**src/rtl/uart_term_pkg.sv**
```systemverilog
// Shared constants and state encoding for the terminal read-port line editor.
package uart_term_pkg;

    localparam logic [7:0] EOF      = 8'hFF;
    localparam logic [7:0] CR       = 8'h0D;
    localparam logic [7:0] LF       = 8'h0A;
    localparam logic [7:0] BS       = 8'h08;
    localparam logic [7:0] DEL      = 8'h7F;
    localparam logic [7:0] PRINT_LO = 8'h20;
    localparam logic [7:0] PRINT_HI = 8'h7E;

    typedef enum logic [1:0] {
        S_EDIT = 2'd0,
        S_ECHO = 2'd1,
        S_HOLD = 2'd2
    } state_t;

    typedef enum logic [1:0] {
        E_CHAR    = 2'd0,
        E_RUBOUT  = 2'd1,
        E_NEWLINE = 2'd2
    } echo_kind_t;

    function automatic logic is_printable(input logic [7:0] b);
        return (b >= PRINT_LO) && (b <= PRINT_HI);
    endfunction

endpackage

```
**src/rtl/line_buf_ram.sv**
```systemverilog
// DEPTH x 8 simple dual-port line buffer: editor writes, registered read port for the consumer.
module line_buf_ram #(
    parameter int DEPTH = 16,
    parameter int AW    = 4
) (
    input  logic          clk_i,
    input  logic          rst_i,
    input  logic          we_i,
    input  logic [AW-1:0] waddr_i,
    input  logic [7:0]    wdata_i,
    input  logic          re_i,
    input  logic [AW-1:0] raddr_i,
    output logic [7:0]    rdata_o
);

    logic [7:0] mem_q [DEPTH];
    logic [7:0] rdata_q;

    // Contents survive reset; only the read register is cleared.
    always_ff @(posedge clk_i) begin
        if (we_i) begin
            mem_q[waddr_i] <= wdata_i;
        end
    end

    always_ff @(posedge clk_i) begin
        if (rst_i) begin
            rdata_q <= 8'h00;
        end else if (re_i) begin
            rdata_q <= mem_q[raddr_i];
        end
    end

    assign rdata_o = rdata_q;

endmodule

```
**src/rtl/uart_line_editor.sv**
```systemverilog
// Line editor for the terminal read port: edits UART RX bytes into one EOF-terminated line.
// Define ECHO_EN to echo edits toward the UART transmitter; otherwise echo outputs are tied low.
module uart_line_editor
    import uart_term_pkg::*;
#(
    parameter int DEPTH = 16,
    parameter int AW    = 4
) (
    input  logic          clk_i,
    input  logic          rst_i,
    input  logic          in_valid_i,
    output logic          in_ready_o,
    input  logic [7:0]    in_data_i,
    output logic          echo_valid_o,
    input  logic          echo_ready_i,
    output logic [7:0]    echo_data_o,
    output logic          r_ready_o,
    input  logic          r_valid_i,
    input  logic [AW-1:0] r_addr_i,
    output logic [7:0]    r_data_o,
    output logic          r_last_o,
    output logic          overflow_o
);

    state_t        state_q;
    logic [AW-1:0] len_q;
    logic          overflow_q;
    logic          rd_pend_q;

    logic          accept;
    logic          is_print;
    logic          is_rub;
    logic          is_eol;
    logic          full;
    logic          rd_fire;
    logic          line_done;
    logic          buf_we;
    logic [7:0]    buf_wdata;
    logic [7:0]    rd_data;

    assign in_ready_o = (state_q == S_EDIT);
    assign r_ready_o  = (state_q == S_HOLD);
    assign overflow_o = overflow_q;
    assign r_data_o   = rd_data;

    assign accept   = in_valid_i & in_ready_o;
    assign is_print = is_printable(in_data_i);
    assign is_rub   = (in_data_i == BS) || (in_data_i == DEL);
    assign is_eol   = (in_data_i == CR) || (in_data_i == LF);
    assign full     = (len_q == AW'(DEPTH - 1));

    // The line is released by the response that returns EOF; a fire in that same cycle is dropped.
    assign line_done = rd_pend_q & (rd_data == EOF);
    assign rd_fire   = r_valid_i & r_ready_o & ~line_done;
    assign r_last_o  = line_done;

    assign buf_we    = accept & ((is_print & ~full) | is_eol);
    assign buf_wdata = is_eol ? EOF : in_data_i;

    line_buf_ram #(
        .DEPTH (DEPTH),
        .AW    (AW)
    ) u_buf (
        .clk_i   (clk_i),
        .rst_i   (rst_i),
        .we_i    (buf_we),
        .waddr_i (len_q),
        .wdata_i (buf_wdata),
        .re_i    (rd_fire),
        .raddr_i (r_addr_i),
        .rdata_o (rd_data)
    );

`ifdef ECHO_EN
    echo_kind_t echo_kind_q;
    logic [1:0] echo_idx_q;
    logic [7:0] echo_char_q;
    logic       echo_valid_q;
    logic [7:0] echo_data_q;
    logic       echo_start;
    echo_kind_t start_kind;

    function automatic logic [7:0] echo_byte(input echo_kind_t kind, input logic [1:0] idx,
                                             input logic [7:0] ch);
        case (kind)
            E_CHAR:   echo_byte = ch;
            E_RUBOUT: echo_byte = (idx == 2'd1) ? 8'h20 : BS;
            default:  echo_byte = (idx == 2'd0) ? CR : LF;
        endcase
    endfunction

    function automatic logic [1:0] echo_last(input echo_kind_t kind);
        case (kind)
            E_CHAR:   echo_last = 2'd0;
            E_RUBOUT: echo_last = 2'd2;
            default:  echo_last = 2'd1;
        endcase
    endfunction

    always_comb begin
        echo_start = (is_print & ~full) | (is_rub & (len_q != '0)) | is_eol;
        start_kind = E_NEWLINE;
        if (is_print) begin
            start_kind = E_CHAR;
        end else if (is_rub) begin
            start_kind = E_RUBOUT;
        end
    end

    assign echo_valid_o = echo_valid_q;
    assign echo_data_o  = echo_data_q;
`else
    logic unused_echo;
    assign unused_echo  = echo_ready_i;
    assign echo_valid_o = 1'b0;
    assign echo_data_o  = 8'h00;
`endif

    // Editing FSM: one RX byte per accept, an optional echo burst, then hold the line for reads.
    always_ff @(posedge clk_i) begin
        if (rst_i) begin
            state_q    <= S_EDIT;
            len_q      <= '0;
            overflow_q <= 1'b0;
            rd_pend_q  <= 1'b0;
`ifdef ECHO_EN
            echo_kind_q  <= E_CHAR;
            echo_idx_q   <= 2'd0;
            echo_char_q  <= 8'h00;
            echo_valid_q <= 1'b0;
            echo_data_q  <= 8'h00;
`endif
        end else begin
            rd_pend_q <= rd_fire;
            case (state_q)
                S_EDIT: begin
                    if (accept) begin
                        if (is_print && !full) begin
                            len_q <= len_q + AW'(1);
                        end
                        if (is_print && full) begin
                            overflow_q <= 1'b1;
                        end
                        if (is_rub && (len_q != '0)) begin
                            len_q <= len_q - AW'(1);
                        end
                        if (is_eol) begin
                            overflow_q <= 1'b0;
                        end
`ifdef ECHO_EN
                        if (echo_start) begin
                            state_q      <= S_ECHO;
                            echo_kind_q  <= start_kind;
                            echo_idx_q   <= 2'd0;
                            echo_char_q  <= in_data_i;
                            echo_valid_q <= 1'b1;
                            echo_data_q  <= echo_byte(start_kind, 2'd0, in_data_i);
                        end
`else
                        if (is_eol) begin
                            state_q <= S_HOLD;
                        end
`endif
                    end
                end
`ifdef ECHO_EN
                S_ECHO: begin
                    if (echo_ready_i) begin
                        if (echo_idx_q == echo_last(echo_kind_q)) begin
                            echo_valid_q <= 1'b0;
                            echo_data_q  <= 8'h00;
                            state_q      <= (echo_kind_q == E_NEWLINE) ? S_HOLD : S_EDIT;
                        end else begin
                            echo_idx_q  <= echo_idx_q + 2'd1;
                            echo_data_q <= echo_byte(echo_kind_q, echo_idx_q + 2'd1, echo_char_q);
                        end
                    end
                end
`endif
                S_HOLD: begin
                    if (line_done) begin
                        state_q <= S_EDIT;
                        len_q   <= '0;
                    end
                end
                default: begin
                    state_q <= S_EDIT;
                end
            endcase
        end
    end

endmodule

```
**config.mk**
```make
export PLATFORM = sky130hd
export DESIGN_NAME = uart_line_editor
export DESIGN_NICKNAME = d
export VERILOG_FILES = /design/src/rtl/uart_term_pkg.sv /design/src/rtl/line_buf_ram.sv /design/src/rtl/uart_line_editor.sv
export SDC_FILE = /design/constraint.sdc
export NUM_CORES = 1
export LEC_CHECK = 0
export ABC_AREA = 1
export CAP_MARGIN = 25
export CORE_ASPECT_RATIO = 0.8
export CORE_UTILIZATION = 60
export DETAILED_ROUTE_END_ITERATION = 10
export GPL_ROUTABILITY_DRIVEN = 0
export GPL_TIMING_DRIVEN = 0
export PLACE_DENSITY = 0.8
export SLEW_MARGIN = 20
export SYNTH_ARGS = -nofsm -noshare
export SYNTH_HDL_FRONTEND = slang
export SYNTH_HIERARCHICAL = 1
export SYNTH_SLANG_ARGS = --single-unit
```
**constraint.sdc**
```tcl
create_clock -name clk_i -period 4.2 [get_ports clk_i]
set_input_delay 1.05 -clock clk_i [delete_from_list [all_inputs] [get_ports clk_i]]
set_output_delay 1.05 -clock clk_i [all_outputs]
set_load 0.02 [all_outputs]
```
Word-level counts from Yosys, hierarchy flattened. Memories as Yosys holds them, arrays and structs flattened. A register that Yosys moved wholly into a read port is not among the register bits. Index checks and enable logic that the tools add are counted.

Bits in registers: 8. Bits in writable memories: 128. Input port bits: 17. Output and inout port bits: 21. Word-level logic and storage cells: 57. Memories kept: 1.

Memory list: u_buf.mem_q (words 16, width 8, read ports 1, clocked after Yosys merged registers in 1, write ports 1, line line_buf_ram.sv:16) `logic [7:0] mem_q [DEPTH];`.

$add $sub $neg: 2. Order comparisons: 2. Eq/ne operators: 11. Multiplexer cells: 14. Bitwise gates (word level): 9. Reduce and logical (&&, ||, !) cells: 14.

Operator list (count): $eq A8 B4 Y1 const B (3); $mux W4 (4); $eq A8 B7 Y1 const B (1); $eq A8 B8 Y1 const B (1); $ge A8 B6 Y1 const B (1); $le A8 B7 Y1 const B (1); $mux W8 (1); $pmux W4 S2 (1); $and A1 B1 Y1 (6); $mux W2 (3); $ne A2 B1 Y1 const B (3); $reduce_and A3 Y1 (2); $add A4 B1 Y4 const B (1); $eq A4 B4 Y1 const B (1); $logic_and A1 B1 Y1 (4); $mux W1 (4); $pmux W2 S2 (1); $reduce_and A4 Y1 (1); $reduce_bool A2 Y1 (2); $reduce_bool A4 Y1 (1); $sub A4 B1 Y4 const B (1); $ne A3 B1 Y1 const B (1); $eq A2 B2 Y1 const B (1); $logic_not A2 Y1 (1); other kinds (4) (6).

Logic depth before layout (Yosys ltp).
Depth in word-level cells: 7. Depth in mapped cells: 15. Mapped depth without buffers: 15.

Modules after synthesis. The synthesis kept the hierarchy.

Modules (own cells, without submodules): line_buf_ram (times used 1, cells each 492, area each 5579.1 um2, sequential area each 4003.8 um2); uart_line_editor (times used 1, cells each 123, area each 772.0 um2, sequential area each 140.1 um2).

Worst setup path after synthesis. Ideal clock, no wire load.

Path kind: input port to flip-flop. Start point: input port in_data_i[7]. End point: memory u_buf.mem_q[2][0] (enable). Library setup time: 0.370 ns. Arrival time: 2.290 ns. Data required time: 3.830 ns. Path slack: 1.540 ns. Stages: 8. Buffers on the path: 0. Cell sequence: inv_2 nand2_1 nor2_4 o211ai_1 nand3_1 o21ai_0 nand3_1 nor2_1.

Cells in the longest elaborated chain, start to end: 7. Elaborated cells between the ends (all ways): 11. Those cells by class: 2 x order compare; 2 x eq/ne; 2 x mux; 3 x bitwise; 2 x reduce/logical.

RTL lines: start, declared (line uart_line_editor.sv:13) `input logic [7:0] in_data_i,`; $ge A8 B6 Y1 or $le A8 B7 Y1 (tied branches) (line uart_term_pkg.sv:25) `return (b >= PRINT_LO) && (b <= PRINT_HI);`; $logic_and A1 B1 Y1 (line uart_term_pkg.sv:25); $and A1 B1 Y1 (line uart_line_editor.sv:57) `assign buf_we = accept & ((is_print & ~full) | is_eol);`; $or A1 B1 Y1 * (line uart_line_editor.sv:57); $and A1 B1 Y1 * (line uart_line_editor.sv:57); net buf_we (line uart_line_editor.sv:37) `logic buf_we;`; $mux W1 * (line line_buf_ram.sv:21) `if (we_i) begin`; $mux W1 (not written as such) * (line line_buf_ram.sv:22) `mem_q[waddr_i] <= wdata_i;`; end, declared (line line_buf_ram.sv:16).

Mark *: on every way through the listed nets, which the timed path passes. The rest lies on a longest branch.

Final worst setup path.
Start point: input port in_data_i[7]. End point: memory u_buf.mem_q[14][1] (enable).

Same word-level chain as after synthesis.

==> impl_metrics.json <==
{
  "status": "complete, no violations",
  "synth_cell_types": 32,
  "num-fill-cells": 676,
  "vias": 4732,
  "hold_depth": 2,
  "regArea_sq_um": 4140,
  "ant_nets": 0,
  "rsz0062_at_grt": "false",
  "worst_path_dominant_cell_family": "simple AND/OR/NAND/NOR gates",
  "grt_antenna_before_repair": 0,
  "p_per_area_nw_per_um2": 467,
  "cp-start-kind": "primary input",
  "routed_wirelength_um": 15100,
  "drc": 0,
  "post_cts_resized": 0,
  "cp_cell_sequence": "clkdlybuf4s50_1 > inv_2 > nand2_1 > nor2_4 > o211ai_1 > nand3_1 > o21ai_0 > nand3_1 > nor2_1",
  "clockRootBuffer": "clkbuf_16",
  "yosys_warnings": 6,
  "cap_violations": 0,
  "die-area_sq_um": 11000,
  "cpPeakStageDelay_ns": 0.66,
  "hold_class": "flop to flop",
  "hold_path.startpoint": "state_q[1]",
  "required_ns": 4.24,
  "cp.arrival_ns": 3.40,
  "min_to": "rd_pend_q",
  "layout_commonest_cell": "nand2_1",
  "synthTopCellsByArea": "edfxtp_1, nand2_1, nand3_1",
  "fin_crit_sh_pct": 80.0,
  "die_x_um": 117,
  "io-pin-count": 38,
  "grt_start_max_net_pins": 17,
  "syn_area_sq_um": 6350,
  "multi_input_area_sq_um": 1810,
  "dp_hpwl_um": 9600,
  "detail_route.iter0.violations": 655,
  "rr_endpoint": "u_buf/mem_q[14][1]",
  "overflow": 0,
  "power.leakage_nw": 2.97,
  "critPathMostFrequentCell": "nand3_1",
  "worst_pin_slew_ns": 0.762,
  "nets": 685,
  "dieHeight_um": 94.0,
  "fin_crit_ns": 3.36,
  "cts_buffers": 17,
  "r2r_start": "len_q[1]",
  "cp_max_fo": 8,
  "slowest_stage": "nor2_1",
  "setup_viol": 0,
  "grt_pass1_vias": 4557,
  "fmaxAchievable_mhz": 298,
  "post_drt_wl_per_cell_um": 18.4,
  "synth.ff_latch_count": 143,
  "final_util_pct": 72.6,
  "postCtsSetupRepairBufs": 0,
  "syn-mean-instance-area_sq_um": 10.3,
  "start_util_pct": 61.8,
  "grt_pass1_wl_um": 23300,
  "peakVddDrop_mv": 0.275,
  "reg2reg_slack_ns": 1.70,
  "clock_skew_ns": 0.00893,
  "cts_tree": "yes",
  "drive_above_1_share_pct": 13.5,
  "worstSkewPairLatency_ns": 0.42,
  "numPortBuffers": 24,
  "netlist_instances": 615,
  "rows": 33,
  "diodes": 0,
  "core_area_sq_um": 10300,
  "r2r_cells": 5,
  "grt.total_usage_pct": 30.4,
  "relSlewSlack_pct": 49.0,
  "timing.setup.tns_ns": 0,
  "layout_common_cells": "nand2_1, edfxtp_1, nand3_1",
  "clkSinkCount": 143,
  "drtPass1Iterations": 6,
  "drv_slew": 0,
  "cp.buffers_inverters": 2,
  "yosys.area.top_type": "edfxtp_1",
  "hold_viol": 0,
  "htree_levels": 4,
  "area_delta_synth_final_pct": 17.6,
  "via_per_inst": 5.78,
  "yosys.area.top_type_share_pct": 60.5,
  "seq_area_frac_synth_pct": 65.2,
  "end_kind": "flop",
  "clock_path_buffers": 2,
  "path_clk_slew_ns": 0.06,
  "worstSetupPathType": "primary input to flop",
  "cts_hold_buf": 0
}
[through the flow]
| step | instances | hold WS (ns) | setup slack [ns] | area [sq um] | power (mW) |
|---|---|---|---|---|---|
| 6_report | 819 | 0.571 | 0.841 | 7470 | 3.49 |
| 5_1_grt | 819 | 0.600 | 0.634 | 7470 | 3.58 |
| 4_1_cts | 819 | 0.565 | 0.848 | 7470 | 3.49 |
| 3_5_place_dp | 787 | 0.559 | 0.455 | 6800 | 1.80 |
| 3_3_place_gp | 787 | 0.552 | 0.497 | 6800 | 1.79 |
| 2_1_floorplan | 623 | 0.500 | 1.54 | 6380 | 1.73 |
[metal layers]
metal  part of all wire [%]  track usage (%)  routed length (um)  vias up
met1                     39             39.5                5860     2227
met2                     47             48.0                7130      312
met5                      0                0                   0        -
met3                     12             9.87                1810       34
met4                    2.0             11.1                 297        0
li1                       -                -                   -     2159
[flip-flops by register name (all words and copies together), names as in the netlist]
name / flops
len_q: 4
overflow_o: 1
rd_pend_q: 1
state_q: 1
u_buf/mem_q: 128
u_buf/rdata_o: 8
[synth_stat cells]
cell type,number
buf_1,1
nand3_4,1
o21ai_0,1
nor2_4,2
o22ai_1,1
o21ai_1,1
nand4_1,4
nand2_2,7
nor2_1,43
and3_1,1
conb_1,1
nand3_2,5
nand2_4,1
clkinv_1,1
nand2_1,205
clkbuf_1,1
edfxtp_1,128
a21oi_2,1
nand3_1,111
a31o_2,1
dfxtp_1,15
inv_1,28
buf_6,10
xor2_2,1
inv_2,10
ha_1,2
o211ai_1,1
buf_2,11
a21oi_1,4
nor2_2,1
nor3_1,1
buf_4,14
[area by class of cell]
| class | count | share of cell area, % |
|---|---|---|
| multi-input combinational | 404 | 24.2 |
| timing repair buffer | 24 | 3.22 |
| buffer | 37 | 3.75 |
| tap | 140 | 2.35 |
| clock buffer | 17 | 5.70 |
| inverter | 39 | 1.96 |
| clock inverter | 15 | 3.30 |
| sequential | 143 | 55.5 |
[worst max path at each step]
stage                 startpoint                 end  slack, ns  cells after the start
floorplan           in_data_i[7]   u_buf/mem_q[2][0]       1.54                      8
global placement    in_data_i[7]  u_buf/mem_q[14][2]       0.50                      9
detailed placement  in_data_i[7]  u_buf/mem_q[14][7]       0.45                      9
CTS                 in_data_i[7]  u_buf/mem_q[14][1]       0.85                      9
global route        in_data_i[6]  u_buf/mem_q[14][1]       0.63                      7
finish              in_data_i[7]  u_buf/mem_q[14][1]       0.84                      9
[power breakdown]
part | internal, mW | switching [mW] | total (mW) | leakage (nW)
registers | 1.56 | 0.00438 | 1.56 | 1.27
clock network | 1.16 | 0.550 | 1.71 | 0.324
logic | 0.0675 | 0.147 | 0.215 | 1.37
total | 2.79 | 0.702 | 3.49 | 2.97
[worst register-to-register path, stage by stage, from the launching register on]
cell     delay [ns]
dfxtp_1        0.40
nand4_1        0.18
nand3_1        0.13
o21ai_0        0.41
nand3_1        0.35
nor2_1         0.66
[logic make-up (layout without fill, tap and decap cells)]
kind of cell	after synthesis	count (layout)	share of synthesized area (%)
compound gates	10	10	0.965
other cells	1	9	0.0590
flops	143	143	65.2
fa+ha+maj	2	2	0.394
simple gates	382	382	26.4
xor+xnor	1	1	0.256
buf+inv	76	132	6.72
No activity file was read; power rests on OpenSTA's default activity.
